[config.mk]
export PLATFORM = sky130hd
export DESIGN_NAME = instr_fetch_master_flat
export DESIGN_NICKNAME = d
export VERILOG_FILES = /design/src/rtl/instr_fetch_pkg.sv /design/src/rtl/instr_fetch_if.sv /design/src/rtl/fetch_fifo.sv /design/src/rtl/instr_fetch_master.sv /design/src/flat_wrapper.sv
export SDC_FILE = /design/constraint.sdc
export NUM_CORES = 1
export LEC_CHECK = 0
export ABC_AREA = 0
export ABC_CLOCK_PERIOD_IN_PS = 3200
export CAP_MARGIN = 30
export CORE_MARGIN = 2
export CORE_UTILIZATION = 45
export CTS_CLUSTER_DIAMETER = 120
export DETAILED_ROUTE_END_ITERATION = 12
export PLACE_DENSITY = 0.67
export SKIP_CTS_REPAIR_TIMING = 1
export SLEW_MARGIN = 10
export SYNTH_ARGS = -nofsm -noshare
export SYNTH_HDL_FRONTEND = slang
export SYNTH_HIERARCHICAL = 1
export SYNTH_SLANG_ARGS = --single-unit
export TNS_END_PERCENT = 50
[constraint.sdc]
create_clock -name clk -period 3.2 [get_ports clk]
set_input_delay 0.32 -clock clk [delete_from_list [all_inputs] [get_ports clk]]
set_output_delay 0.32 -clock clk [all_outputs]
set_load 0.01 [all_outputs]
[src/rtl/instr_fetch_pkg.sv]
// Shared types for the instruction fetch master: FSM states, FIFO entry layout, fetch stride.
package instr_fetch_pkg;

  localparam int IF_ADDR_W    = 8;
  localparam int IF_DATA_W    = 32;
  localparam int FETCH_STRIDE = IF_DATA_W / 8;

  typedef enum logic [1:0] {
    IDLE  = 2'd0,
    REQ   = 2'd1,
    WAITR = 2'd2
  } fetch_state_e;

  typedef struct packed {
    logic [IF_ADDR_W-1:0] addr;
    logic [IF_DATA_W-1:0] rdata;
  } fetch_entry_t;

endpackage

[src/rtl/instr_fetch_if.sv]
// req/gnt/rvalid instruction-memory bus; master = fetch unit, slave = memory.
interface instr_fetch_if #(
  parameter int ADDR_WIDTH = 8,
  parameter int DATA_WIDTH = 32
);
  logic                  instr_req_o;
  logic [ADDR_WIDTH-1:0] instr_addr_o;
  logic                  instr_gnt_i;
  logic                  instr_rvalid_i;
  logic [DATA_WIDTH-1:0] instr_rdata_i;

  modport master (
    output instr_req_o, instr_addr_o,
    input  instr_gnt_i, instr_rvalid_i, instr_rdata_i
  );

  modport slave (
    input  instr_req_o, instr_addr_o,
    output instr_gnt_i, instr_rvalid_i, instr_rdata_i
  );
endinterface

[src/rtl/fetch_fifo.sv]
// Prefetch FIFO of fetch entries; flush wins over push/pop, head is read combinationally.
module fetch_fifo
  import instr_fetch_pkg::*;
#(
  parameter int  DEPTH   = 4,
  parameter type entry_t = fetch_entry_t
) (
  input  logic                   clk,
  input  logic                   rst_n,
  input  logic                   push,
  input  entry_t                 wdata,
  input  logic                   pop,
  input  logic                   flush,
  output entry_t                 rdata,
  output logic                   empty,
  output logic [$clog2(DEPTH):0] count
);

  localparam int PW = $clog2(DEPTH);
  localparam logic [PW:0] FULL_CNT = (PW+1)'(DEPTH);

  entry_t        store [DEPTH];
  logic [PW-1:0] wr_ptr, rd_ptr;
  logic          full, do_push, do_pop;

  assign empty   = (count == '0);
  assign full    = (count == FULL_CNT);
  assign do_push = push && !full && !flush;
  assign do_pop  = pop && !empty && !flush;
  assign rdata   = store[rd_ptr];

  always_ff @(posedge clk) begin
    if (do_push) store[wr_ptr] <= wdata;
  end

  always_ff @(posedge clk or negedge rst_n) begin
    if (!rst_n) begin
      wr_ptr <= '0;
      rd_ptr <= '0;
      count  <= '0;
    end else if (flush) begin
      wr_ptr <= '0;
      rd_ptr <= '0;
      count  <= '0;
    end else begin
      if (do_push) wr_ptr <= wr_ptr + PW'(1);
      if (do_pop)  rd_ptr <= rd_ptr + PW'(1);
      case ({do_push, do_pop})
        2'b10:   count <= count + (PW+1)'(1);
        2'b01:   count <= count - (PW+1)'(1);
        default: count <= count;
      endcase
    end
  end

endmodule

[src/rtl/instr_fetch_master.sv]
// Sequential instruction prefetcher with branch redirect and one outstanding bus transaction.
// Optional FETCH_STATS_EN adds saturating request/wait/flush counters.
module instr_fetch_master
  import instr_fetch_pkg::*;
#(
  parameter int                    ADDR_WIDTH = IF_ADDR_W,
  parameter int                    DATA_WIDTH = IF_DATA_W,
  parameter int                    FIFO_DEPTH = 4,
  parameter logic [ADDR_WIDTH-1:0] BOOT_ADDR  = '0
) (
  input  logic                  clk,
  input  logic                  rst_n,
  instr_fetch_if.master         bus,
  input  logic                  branch_i,
  input  logic [ADDR_WIDTH-1:0] branch_addr_i,
  output logic                  instr_valid_o,
  input  logic                  instr_ready_i,
  output logic [DATA_WIDTH-1:0] instr_rdata_o,
  output logic [ADDR_WIDTH-1:0] instr_pc_o
`ifdef FETCH_STATS_EN
  ,
  output logic [31:0]           stat_req_cnt_o,
  output logic [31:0]           stat_wait_cnt_o,
  output logic [31:0]           stat_flush_cnt_o
`endif
);

  localparam int CW = $clog2(FIFO_DEPTH) + 1;
  localparam logic [CW-1:0]         FULL_CNT = CW'(FIFO_DEPTH);
  localparam logic [ADDR_WIDTH-1:0] STRIDE   = ADDR_WIDTH'(DATA_WIDTH / 8);

  typedef struct packed {
    logic [ADDR_WIDTH-1:0] addr;
    logic [DATA_WIDTH-1:0] rdata;
  } entry_t;

  fetch_state_e          state_q;
  logic                  req_q, discard_q;
  logic [ADDR_WIDTH-1:0] addr_q, tgt_q, tgt_aligned;
  logic                  rsp, push, pop, fifo_empty, slot_free;
  logic [CW-1:0]         fifo_count, count_nxt;
  entry_t                head, wentry;

  assign tgt_aligned = branch_addr_i & ~(STRIDE - ADDR_WIDTH'(1));
  assign rsp         = (state_q == WAITR) && bus.instr_rvalid_i;
  assign push        = rsp && !discard_q && !branch_i;
  assign pop         = !fifo_empty && instr_ready_i && !branch_i;
  assign wentry      = '{addr: addr_q, rdata: bus.instr_rdata_i};

  // Occupancy after this edge; in IDLE inflight is 0, and in WAITR the
  // completing response is already folded in via push, so this alone decides issue.
  always_comb begin
    count_nxt = fifo_count;
    if (branch_i) begin
      count_nxt = '0;
    end else begin
      if (push) count_nxt = count_nxt + CW'(1);
      if (pop)  count_nxt = count_nxt - CW'(1);
    end
  end
  assign slot_free = (count_nxt < FULL_CNT);

  always_ff @(posedge clk or negedge rst_n) begin
    if (!rst_n) begin
      state_q   <= IDLE;
      req_q     <= 1'b0;
      addr_q    <= BOOT_ADDR;
      tgt_q     <= BOOT_ADDR;
      discard_q <= 1'b0;
    end else begin
      case (state_q)
        IDLE: begin
          if (branch_i) addr_q <= tgt_aligned;
          if (slot_free) begin
            state_q <= REQ;
            req_q   <= 1'b1;
          end
        end
        REQ: begin
          // Address must stay put until rvalid, so the redirect target is parked.
          if (branch_i) begin
            discard_q <= 1'b1;
            tgt_q     <= tgt_aligned;
          end
          if (bus.instr_gnt_i) begin
            req_q   <= 1'b0;
            state_q <= WAITR;
          end
        end
        WAITR: begin
          if (bus.instr_rvalid_i) begin
            discard_q <= 1'b0;
            if (branch_i)       addr_q <= tgt_aligned;
            else if (discard_q) addr_q <= tgt_q;
            else                addr_q <= addr_q + STRIDE;
            if (slot_free) begin
              state_q <= REQ;
              req_q   <= 1'b1;
            end else begin
              state_q <= IDLE;
            end
          end else if (branch_i) begin
            discard_q <= 1'b1;
            tgt_q     <= tgt_aligned;
          end
        end
        default: begin
          state_q <= IDLE;
          req_q   <= 1'b0;
        end
      endcase
    end
  end

  fetch_fifo #(
    .DEPTH   (FIFO_DEPTH),
    .entry_t (entry_t)
  ) u_fifo (
    .clk   (clk),
    .rst_n (rst_n),
    .push  (push),
    .wdata (wentry),
    .pop   (pop),
    .flush (branch_i),
    .rdata (head),
    .empty (fifo_empty),
    .count (fifo_count)
  );

  assign bus.instr_req_o  = req_q;
  assign bus.instr_addr_o = addr_q;
  assign instr_valid_o    = !fifo_empty;
  assign instr_rdata_o    = fifo_empty ? '0 : head.rdata;
  assign instr_pc_o       = fifo_empty ? '0 : head.addr;

`ifdef FETCH_STATS_EN
  always_ff @(posedge clk or negedge rst_n) begin
    if (!rst_n) begin
      stat_req_cnt_o   <= '0;
      stat_wait_cnt_o  <= '0;
      stat_flush_cnt_o <= '0;
    end else begin
      if (state_q == REQ && bus.instr_gnt_i && stat_req_cnt_o != '1)
        stat_req_cnt_o <= stat_req_cnt_o + 32'd1;
      if (state_q != IDLE && stat_wait_cnt_o != '1)
        stat_wait_cnt_o <= stat_wait_cnt_o + 32'd1;
      if (branch_i && stat_flush_cnt_o != '1)
        stat_flush_cnt_o <= stat_flush_cnt_o + 32'd1;
    end
  end
`endif

endmodule
[src/flat_wrapper.sv]
// flat-port wrapper written by rule: the top's interface ports become plain ports
module instr_fetch_master_flat import instr_fetch_pkg::*;
#(
  parameter int                    ADDR_WIDTH = IF_ADDR_W,
  parameter int                    DATA_WIDTH = IF_DATA_W,
  parameter int                    FIFO_DEPTH = 4,
  parameter logic [ADDR_WIDTH-1:0] BOOT_ADDR  = '0
)
  (clk, rst_n, branch_i, branch_addr_i, instr_valid_o, instr_ready_i, instr_rdata_o, instr_pc_o, bus_instr_req_o, bus_instr_addr_o, bus_instr_gnt_i, bus_instr_rvalid_i, bus_instr_rdata_i);
  instr_fetch_if #(.ADDR_WIDTH(ADDR_WIDTH), .DATA_WIDTH(DATA_WIDTH)) bus_i ();
  input  logic clk;
  input  logic rst_n;
  input  logic branch_i;
  input  logic [ADDR_WIDTH-1:0] branch_addr_i;
  output logic instr_valid_o;
  input  logic instr_ready_i;
  output logic [DATA_WIDTH-1:0] instr_rdata_o;
  output logic [ADDR_WIDTH-1:0] instr_pc_o;
  output wire logic [$bits(bus_i.instr_req_o)-1:0] bus_instr_req_o;
  output wire logic [$bits(bus_i.instr_addr_o)-1:0] bus_instr_addr_o;
  input wire logic [$bits(bus_i.instr_gnt_i)-1:0] bus_instr_gnt_i;
  input wire logic [$bits(bus_i.instr_rvalid_i)-1:0] bus_instr_rvalid_i;
  input wire logic [$bits(bus_i.instr_rdata_i)-1:0] bus_instr_rdata_i;
  assign bus_instr_req_o = bus_i.instr_req_o;
  assign bus_instr_addr_o = bus_i.instr_addr_o;
  assign bus_i.instr_gnt_i = bus_instr_gnt_i;
  assign bus_i.instr_rvalid_i = bus_instr_rvalid_i;
  assign bus_i.instr_rdata_i = bus_instr_rdata_i;
  instr_fetch_master #(.ADDR_WIDTH(ADDR_WIDTH), .DATA_WIDTH(DATA_WIDTH), .FIFO_DEPTH(FIFO_DEPTH), .BOOT_ADDR(BOOT_ADDR)) u_core (.clk(clk), .rst_n(rst_n), .bus(bus_i), .branch_i(branch_i), .branch_addr_i(branch_addr_i), .instr_valid_o(instr_valid_o), .instr_ready_i(instr_ready_i), .instr_rdata_o(instr_rdata_o), .instr_pc_o(instr_pc_o));
endmodule
==> flow_metrics.tcl, run 1 <==
set metrics [dict create \
    yosys_warnings 6 \
    routedWlPerCell_um 18.0 \
    place.gp.congestion 0.751 \
    max-slew-margin-rel 0.462 \
    setup_violations 0 \
    grtUsageTotal 0.163 \
    io_pins 96 \
    synth_edf_count 160 \
    gr-usage-met2 0.274 \
    crit_slowest_cell "dfrtp_4" \
    grt_max_degree 42 \
    die_y_um 135 \
    drc_errors 0 \
    r2r_slack_ns 0.54 \
    drtPass1Iterations 4 \
    die_w_um 135 \
    crit_arrival_ns 2.62 \
    startpoint_type "flip-flop" \
    synth-seq-area-share 0.702 \
    end_kind "primary output" \
    drv_slew 0 \
    min-delay-path-class "in -> async" \
    reg2reg_to "u_core/u_fifo/count[2]$_DFFE_PN0P_" \
    async_flop_share 0.126 \
    ir_worst_vdd_uv 407 \
    critical-path-max-stage-delay_ns 0.68 \
    cp.required_ns 2.88 \
    fillCellCount 1271 \
    cpLargestDelayFamily "buffers and inverters" \
    critPathKind "reg -> out" \
    clk_latency_ns 0.42 \
    grt_overflow 0 \
    rr_worst_depth 10 \
    grt_pass1_wl_um 22100 \
    grtUsageMet3 0.0353 \
    via_per_inst 5.26 \
    cts.htree.levels 4 \
    ys_ff_latch 183 \
    final_cells 776 \
    drive_above_1_share 0.185 \
    clockBufferDepth 2 \
    coreArea_um2 16600 \
    use_met1 0.213 \
    synth_ff_type "edfxtp_1" \
    fin_nets 601 \
    r2r_start "u_core/state_q[0]$_DFFE_PN0P_" \
    dp_hpwl_um 8670 \
    netlist_instances 432 \
    mostFrequentLayoutCell "edfxtp_1" \
    cts.sinks 183 \
    drtIter0Drc 225 \
    fin_ws_ns 0.260 \
    critPathMaxFanout 21 \
    grt_pass1_vias 4172 \
    power_density_nw_per_um2 604 \
    pre_cts_ws_ns 0.461 \
    hold_viol 0 \
    synth_area_per_cell_um2 17.7 \
    worst_pin_slew_ns 0.804 \
    n_antenna_cell 0 \
    status "finished, final reports clean" \
    grt_busiest_layer "met2" \
    critPathBufInv 2 \
    postRouteAntennaNets 0 \
    antenna_found_initial 0 \
    dieArea_um2 18100 \
    dp_cells 744 \
    cts_root_buf "clkbuf_16" \
    synth_cell_type_count 44 \
    syn_area_um2 7670 \
    clk_pin_slew_worst_paths_ns 0.06 \
    fmax_mhz 340 \
    initial_utilization 0.461 \
    period_share 0.919 \
    syn2layout_area_growth_pct 24.5 \
    fp-row-count 47 \
    io_buffer_count 91 \
    vias 4081 \
    cts_tree "yes" \
    rsz0062_at_grt "no" \
    fin_skew_ns 0.00909 \
    p_leak_nw 3.19 \
    fin_crit_ns 2.94 \
    tns_ns 0 \
    final_cell_mix "edfxtp_1 (160), clkdlybuf4s50_1 (91), nor2b_1 (46), mux4_2 (40)" \
    cts_made_buffers 17 \
    drv_cap 0 \
    wirelength_um 14000 \
    path_cells "buf_4, mux4_2, nor2b_1, clkdlybuf4s50_1" \
]
[cells by family (layout without fill, tap and decap cells)]
kind of cell             Yosys count  count (layout)  share of synthesized area
AO/OA/AOI/OAI                     33              33                     0.0289
XOR/XNOR                           9               9                     0.0103
adder cells (fa/ha/maj)           12              12                     0.0206
buffers and inverters             34             149                     0.0212
flip-flops                       183             183                      0.702
multiplexers                      52              52                      0.134
other                              1              10                   0.000489
AND/OR/NAND/NOR                  108             108                     0.0826
[cell type report]
| cell class | instances | area [µm²] | share of cell area |
|---|---|---|---|
| Sequential cell | 183 | 5390 | 0.564 |
| Multi-Input combinational cell | 224 | 2170 | 0.227 |
| Timing Repair Buffer | 106 | 1070 | 0.112 |
| Clock buffer | 27 | 546 | 0.0571 |
| Tap cell | 220 | 275 | 0.0288 |
| Clock inverter | 5 | 58.8 | 0.00616 |
| Inverter | 11 | 41.3 | 0.00432 |
[through the flow]
step | total power [mW] | hold WS, ns | cell area (µm²) | util
2_1_floorplan | 3.37 | 0.0244 | 7700 | -
3_3_place_gp | 3.72 | 0.485 | 8940 | 0.537
3_5_place_dp | 3.75 | 0.486 | 8940 | 0.537
4_1_cts | 5.82 | 0.384 | 9550 | 0.574
5_1_grt | 6.00 | 0.437 | 9550 | 0.574
6_report | 5.76 | 0.362 | 9550 | 0.574
[how the worst max path moves through the flow]
| stage | start | endpoint | slack, ns | cells past startpoint |
|---|---|---|---|---|
| 2_1_floorplan | u_core/state_q[0]$_DFFE_PN0P_ | u_core/u_fifo/store[2][0]$_DFFE_PP_ | 0.42 | 7 |
| 4_1_cts | u_core/u_fifo/rd_ptr[0]$_DFFE_PN0P_ | instr_rdata_o[23] | 0.18 | 4 |
| 3_5_place_dp | branch_i | u_core/u_fifo/store[0][28]$_DFFE_PP_ | 0.46 | 6 |
| 3_3_place_gp | branch_i | u_core/u_fifo/store[0][27]$_DFFE_PP_ | 0.50 | 6 |
| 5_1_grt | u_core/u_fifo/rd_ptr[0]$_DFFE_PN0P_ | instr_rdata_o[18] | 0.11 | 4 |
| 6_report | u_core/u_fifo/rd_ptr[0]$_DFFE_PN0P_ | instr_rdata_o[23] | 0.26 | 4 |
[Yosys cell counts, types with 2 or more instances]
library cell  instances  area share
a211oi_1              2      0.0020
a21oi_1               7      0.0046
a31oi_1               4      0.0033
and2_1                5      0.0041
and4_1                2      0.0023
buf_2                 7      0.0046
buf_4                 7      0.0069
clkbuf_1              8      0.0039
dfrtp_1              23       0.075
edfxtp_1            160        0.63
ha_1                 11       0.018
inv_1                11      0.0054
mux2_2                7       0.010
mux2i_1               5      0.0065
mux4_2               40        0.12
nand2_1              10      0.0049
nand2b_1              4      0.0033
nand3_1               5      0.0033
nand3b_1              2      0.0020
nor2_1               21       0.010
nor2b_1              46       0.038
nor3_1                4      0.0026
o211ai_1              4      0.0039
o21ai_0               8      0.0052
or3_1                 3      0.0024
xnor2_1               3      0.0034
xor2_1                6      0.0069
[registers in the layout, summed over array words and instances (netlist names)]
register / flops
u_core/u_fifo/store: 160
u_core/bus.instr_addr_o: 6
u_core/tgt_q: 6
u_core/u_fifo/count: 3
u_core/state_q: 2
u_core/u_fifo/rd_ptr: 2
u_core/u_fifo/wr_ptr: 2
u_core/bus.instr_req_o: 1
u_core/discard_q: 1
[metal layers]
metal	vias up	wire length, µm
met5	-	0
met3	11	584
li1	1870	-
met2	102	7060
met1	2098	6210
met4	0	148
[worst register-to-register path: stages, from the launching register on]
cell	delay (ns)
dfrtp_1	0.43
inv_1	0.13
ha_1	0.32
nand4bb_4	0.15
inv_1	0.32
a211oi_1	0.15
fa_1	0.45
nand2b_1	0.20
xnor2_1	0.14
nor2_1	0.06
a2111oi_2	0.20
[where the power goes]
part	internal, mW	switching (mW)	leakage (nW)
Sequential	2.75	0.142	1.72
Combinational	0.421	0.386	1.19
Clock	1.25	0.813	0.290
Total	4.42	1.34	3.19
(Power assumes the default switching activity.)
==> run 2: changes to the inputs <==
CAP_MARGIN = 20   (was 30)
==> results of run 2 <==
Final layout, timing and power as in run 1 (identical DEF).
==> run 3: changes to the inputs <==
CTS_CLUSTER_SIZE = 8   (was unset)
SLEW_MARGIN = unset   (was 10)
==> results of run 3 <==
Final layout, timing and power as in run 1 (identical DEF).
